[config.mk]
export PLATFORM = sky130hd
export DESIGN_NAME = rd_mem_tx
export DESIGN_NICKNAME = d
export VERILOG_FILES = /design/src/rtl/rd_mem_tx_pkg.sv /design/src/rtl/rd_word_check.sv /design/src/rtl/rd_mem_tx.sv
export SDC_FILE = /design/constraint.sdc
export NUM_CORES = 1
export LEC_CHECK = 0
export BUFFER_PORTS_ARGS = -buffer_cell sky130_fd_sc_hd__buf_2
export CORE_AREA = 2 2 62 64
export DETAILED_ROUTE_END_ITERATION = 7
export DIE_AREA = 0 0 64 66
export GPL_ROUTABILITY_DRIVEN = 0
export GPL_TIMING_DRIVEN = 1
export PLACE_DENSITY_LB_ADDON = 0.2
export RECOVER_POWER = 25
export SYNTH_ARGS = -nofsm -noshare
export SYNTH_HDL_FRONTEND = slang
export SYNTH_SLANG_ARGS = --single-unit
[constraint.sdc]
create_clock -name clk -period 2 [get_ports clk]
set_clock_uncertainty 0.1 [all_clocks]
set_input_delay 0.3 -clock clk [delete_from_list [all_inputs] [get_ports clk]]
set_output_delay 0.3 -clock clk [all_outputs]
set_load 0.01 [all_outputs]
[src/rtl/rd_mem_tx_pkg.sv]
// Shared definitions for the frame read-out path: FSM encoding, RAM word layout, default frame size.
// Word layout is {par, marker, data[15:0]} with even parity over the 17 low-order-plus-parity bits.
package rd_mem_tx_pkg;

    localparam int DATA_W     = 16;
    localparam int MARK_BIT   = 16;
    localparam int PAR_BIT    = 17;
    localparam int WORD_W     = 18;
    localparam int NWORDS_DEF = 95;

    typedef enum logic [2:0] {
        S_IDLE    = 3'd0,
        S_ISSUE   = 3'd1,
        S_WAITRD  = 3'd2,
        S_CHECK   = 3'd3,
        S_PRESENT = 3'd4,
        S_DONE    = 3'd5
    } state_t;

endpackage

[src/rtl/rd_word_check.sv]
// Combinational marker / parity check of one RAM word; zero latency, no backpressure.
// Parity checking is compiled in only when PARITY_CHECK_EN is defined, otherwise par_err is 0.
module rd_word_check
    import rd_mem_tx_pkg::*;
(
    input  logic [WORD_W-1:0] word,
    output logic              mark_err,
    output logic              par_err
);

    assign mark_err = ~word[MARK_BIT];

`ifdef PARITY_CHECK_EN
    assign par_err = word[PAR_BIT] ^ (^word[DATA_W-1:0]);
`else
    // the parity bit still arrives on the bus but is deliberately ignored
    assign par_err = 1'b0 & word[PAR_BIT];
`endif

endmodule

[src/rtl/rd_mem_tx.sv]
// Reads NWORDS RAM words per frame on a rising RXdone and presents each payload downstream via oValid/iReady.
// Latency: 4 cycles per word (issue, RAM wait, check, present); oData/oValid hold while iReady is low.
// Optional parity checking via PARITY_CHECK_EN; errMark/errPar sticky per frame, overrun sticky until reset.
module rd_mem_tx
    import rd_mem_tx_pkg::*;
#(
    parameter int NWORDS = NWORDS_DEF,
    parameter int AW     = 7
) (
    input  logic              clk,
    input  logic              nRST,
    input  logic              RXdone,
    input  logic [WORD_W-1:0] rdData,
    output logic [AW-1:0]     addr,
    output logic              RE,
    output logic [DATA_W-1:0] oData,
    output logic              oValid,
    input  logic              iReady,
    output logic              errMark,
    output logic              errPar,
    output logic              overrun,
    output logic              busy,
    output logic              TXdone
);

    state_t              state, state_nxt;
    logic                rx_q;
    logic                rx_rise;
    logic                start;
    logic [AW-1:0]       cnt, cnt_d;
    logic                last;
    logic                mark_err, par_err;

    logic [AW-1:0]       addr_d;
    logic                re_d;
    logic [DATA_W-1:0]   odata_d;
    logic                ovalid_d;
    logic                errmark_d;
    logic                errpar_d;
    logic                busy_d;
    logic                txdone_d;

    assign rx_rise = RXdone & ~rx_q;
    assign start   = rx_rise & (state == S_IDLE);
    assign last    = (cnt == AW'(NWORDS - 1));

    rd_word_check u_check (
        .word     (rdData),
        .mark_err (mark_err),
        .par_err  (par_err)
    );

    always_ff @(posedge clk or negedge nRST) begin
        if (!nRST) begin
            state <= S_IDLE;
        end else begin
            state <= state_nxt;
        end
    end

    always_comb begin
        state_nxt = state;
        case (state)
            S_IDLE:    if (start) state_nxt = S_ISSUE;
            S_ISSUE:   state_nxt = S_WAITRD;
            S_WAITRD:  state_nxt = S_CHECK;
            S_CHECK:   state_nxt = S_PRESENT;
            S_PRESENT: if (iReady) state_nxt = last ? S_DONE : S_ISSUE;
            S_DONE:    state_nxt = S_IDLE;
            default:   state_nxt = S_IDLE;
        endcase
    end

    // next values of the registered outputs, decided by the current state
    always_comb begin
        cnt_d     = cnt;
        addr_d    = addr;
        re_d      = 1'b0;
        odata_d   = oData;
        ovalid_d  = oValid;
        errmark_d = errMark;
        errpar_d  = errPar;
        busy_d    = busy;
        txdone_d  = 1'b0;
        case (state)
            S_IDLE: begin
                if (start) begin
                    cnt_d     = '0;
                    errmark_d = 1'b0;
                    errpar_d  = 1'b0;
                    busy_d    = 1'b1;
                end
            end
            S_ISSUE: begin
                addr_d = cnt;
                re_d   = 1'b1;
            end
            S_CHECK: begin
                odata_d   = rdData[DATA_W-1:0];
                errmark_d = errMark | mark_err;
                errpar_d  = errPar | par_err;
                ovalid_d  = 1'b1;
            end
            S_PRESENT: begin
                if (iReady) begin
                    ovalid_d = 1'b0;
                    if (!last) cnt_d = cnt + AW'(1);
                end
            end
            S_DONE: begin
                txdone_d = 1'b1;
                busy_d   = 1'b0;
            end
            default: ;
        endcase
    end

    always_ff @(posedge clk or negedge nRST) begin
        if (!nRST) begin
            rx_q    <= 1'b0;
            cnt     <= '0;
            addr    <= '0;
            RE      <= 1'b0;
            oData   <= '0;
            oValid  <= 1'b0;
            errMark <= 1'b0;
            errPar  <= 1'b0;
            overrun <= 1'b0;
            busy    <= 1'b0;
            TXdone  <= 1'b0;
        end else begin
            rx_q    <= RXdone;
            cnt     <= cnt_d;
            addr    <= addr_d;
            RE      <= re_d;
            oData   <= odata_d;
            oValid  <= ovalid_d;
            errMark <= errmark_d;
            errPar  <= errpar_d;
            busy    <= busy_d;
            TXdone  <= txdone_d;
            // a new frame arriving before we return to IDLE is dropped but remembered
            if (rx_rise && state != S_IDLE) overrun <= 1'b1;
        end
    end

endmodule

==> results.json <==
{
  "antenna_cells": 0,
  "post_drt_wl_per_cell_um": 12.82,
  "dpl_cell_area_mm2": 0.001996,
  "ys_types": 33,
  "p_per_area_mw_per_mm2": 1356,
  "setup.worst_path.class": "input port to register",
  "power_mw": 2.792,
  "die_w_um": 64,
  "finalWirelength_um": 3038,
  "ctsResizeCount": 0,
  "grt_pass1_vias": 1202,
  "critical_path.top_delay_family": "buffers and inverters",
  "grt_pass1_wl_um": 5319,
  "fp-row-count": 22,
  "busiest_layer": "met2",
  "required_ns": 2.13,
  "synth-seq-cells": 40,
  "grt_max_degree": 41,
  "grtUsageTotal": 0.1647,
  "max_stage_delay_ns": 0.53,
  "drive_above_1_share": 0.4392,
  "layout_common_cells": "buf_2, dfrtp_1, mux2_2, nand2_1, a31oi_1",
  "fin_setup_tns_ns": 0,
  "vias": 1201,
  "rsz0062_at_grt": "no",
  "chipHeight_um": 66,
  "drc_errors": 0,
  "seq_area_frac_synth": 0.5904,
  "numCtsBuffers": 5,
  "multi_input_area_um2": 646.9,
  "nets": 212,
  "syn_inst": 134,
  "mostFrequentLayoutCell": "buf_2",
  "root_buffer": "clkbuf_4",
  "clock_path_buffers": 2,
  "clk_pin_slew_ns": 0.11,
  "dieArea_mm2": 0.004224,
  "crit_path_start_kind": "input port",
  "cp_max_fo": 3,
  "leakagePower_nw": 0.9915,
  "dp_hpwl_um": 2226,
  "hold_viol": 0,
  "use_met2": 0.2747,
  "syn_to_final_growth_pct": 21.48,
  "initial_core_util": 0.4774,
  "setup_viol_count_final": 0,
  "drt-initial-drc-count": 37,
  "clk-insertion-delay-late_ns": 0.34,
  "run_status": "complete, no violations",
  "postCtsSetupRepairBufs": 0,
  "cts_tree": "yes",
  "drv_slew": 0,
  "critPathArrivalTime_ns": 1.86,
  "synth.cell_area_mm2": 0.001695,
  "cts_htree_levels": 2,
  "grt_use_met1": 0.1935,
  "synth_area_per_cell_um2": 12.65,
  "port_buffers": 49,
  "syn_nets": 158,
  "core_mm2": 0.003551,
  "stdcell_area_mm2": 0.002059,
  "final_util": 0.5800,
  "max-vdd-ir-drop_v": 0.0007061,
  "clock.fmax_ghz": 0.5785,
  "ant_nets": 0,
  "grt_use_met3": 0.05451,
  "path_cells": "dlygate4sd3_1 -> buf_2 -> or3b_1 -> a211o_1 -> o21ai_1 -> o41ai_1",
  "min_period_ns": 1.729,
  "clock_sinks": 40,
  "viasPerCell": 5.068,
  "regArea_mm2": 0.001001,
  "path_buf_inv": 2,
  "yosysWarnings": 0,
  "hold_path_class": "input port to register",
  "worstMarginPinSlew_ns": 0.9267,
  "period_share": 0.8644,
  "fill_cells": 299,
  "slew_headroom": 0.3822,
  "dr.pass1.iters": 4,
  "antenna_found_initial": 0,
  "maxCapViolations": 0,
  "io_pins": 52,
  "cp_slowest_cell": "dlygate4sd3_1",
  "endpoint_kind": "register",
  "overflow": 0
}
-- through the flow --
stage          setup slack [ns]  hold WS (ns)  cells
6_report                 0.2713       0.08961    237
5_1_grt                  0.1400       0.06528    237
4_1_cts                  0.2675       0.07303    237
3_5_place_dp             0.2957        0.1821    227
3_3_place_gp             0.3406        0.1794    227
2_1_floorplan            0.4611      -0.09559    134
-- power by group --
part           switching, mW  internal (mW)  total, mW
sequential             0.231           1.11       1.34
combinational          0.496          0.546       1.04
clock                  0.238          0.174      0.411
total                  0.965           1.83       2.79
-- cell families after synthesis --
group,count (synthesis),synth area share
AO/OA/AOI/OAI,27,0.1085
AND/OR/NAND/NOR,29,0.09225
multiplexers,24,0.1587
buffers and inverters,10,0.02804
other,1,0.002212
adder cells (fa/ha/maj),2,0.01476
XOR/XNOR,1,0.005167
flip-flops,40,0.5904
-- Yosys cell counts (all sizes together) --
| cell | instances | area share |
|---|---|---|
| mux2 | 23 | 0.15 |
| o41ai | 1 | 0.0052 |
| nor3 | 1 | 0.0029 |
| nor2b | 1 | 0.0037 |
| and3 | 1 | 0.0037 |
| a21boi | 1 | 0.0066 |
| a21oi | 2 | 0.0059 |
| nor3b | 2 | 0.0089 |
| nor2 | 4 | 0.0089 |
| o22ai | 1 | 0.0037 |
| a31oi | 6 | 0.022 |
| buf | 6 | 0.019 |
| conb | 1 | 0.0022 |
| a31o | 1 | 0.0052 |
| xnor2 | 1 | 0.0052 |
| mux2i | 1 | 0.0059 |
| nand2 | 10 | 0.024 |
| nand4 | 1 | 0.0037 |
| and2 | 4 | 0.015 |
| o21a | 2 | 0.0089 |
| o311ai | 1 | 0.0052 |
| a21o | 4 | 0.018 |
| ha | 2 | 0.015 |
| dfrtp | 40 | 0.59 |
| nand3 | 3 | 0.012 |
| inv | 4 | 0.0089 |
| or3b | 2 | 0.010 |
| o21ai | 6 | 0.018 |
| a211o | 2 | 0.010 |
-- worst register-to-register path: stages, from the launching register on --
cell and delay [ns]:
dfrtp_1 0.44, inv_1 0.08, ha_1 0.13, and2_1 0.12, nand4_1 0.28, a31o_1 0.32, a31oi_1 0.18
-- per-layer routing --
layer,vias to the layer above,routed length [µm]
met4,0,55
met2,47,1480
li1,581,-
met1,567,1263
met3,6,239
met5,-,0
-- flip-flops by register name (all words and copies together), names as in the netlist, 3 cells and up --
| name | flops |
|---|---|
| state | 3 |
| cnt | 7 |
| oData | 16 |
| addr | 7 |
-- path summary, 6_finish.rpt --
path                                      from                    end  slack, ns  depth (start not counted)
max                                     RXdone     cnt[6]$_DFFE_PN0P_       0.27                          6
min                                 rdData[14]  oData[14]$_DFFE_PN0P_       0.09                          2
max reg2reg                 cnt[0]$_DFFE_PN0P_     cnt[4]$_DFFE_PN0P_       0.28                          6
min reg2reg                overrun$_DFFE_PN0P_    overrun$_DFFE_PN0P_       0.37                          1
max in group asynchronous                 nRST  oData[12]$_DFFE_PN0P_       0.62                          3
min in group asynchronous                 nRST       TXdone$_DFF_PN0_       0.59                          3
-- area by class of cell --
| cell class | count | area share |
|---|---|---|
| clock buffers | 8 | 0.02855 |
| inverters | 4 | 0.007290 |
| multi-input cells | 84 | 0.3141 |
| repair buffers | 53 | 0.1349 |
| flip-flops and latches | 40 | 0.4860 |
| well taps | 48 | 0.02916 |
-- timing repair --
item,CTS,global route
hold buffers,2,0
endpoints found under the hold margin,41,0
setup endpoints to repair,0,0
Power figures use the tool's default switching activity.
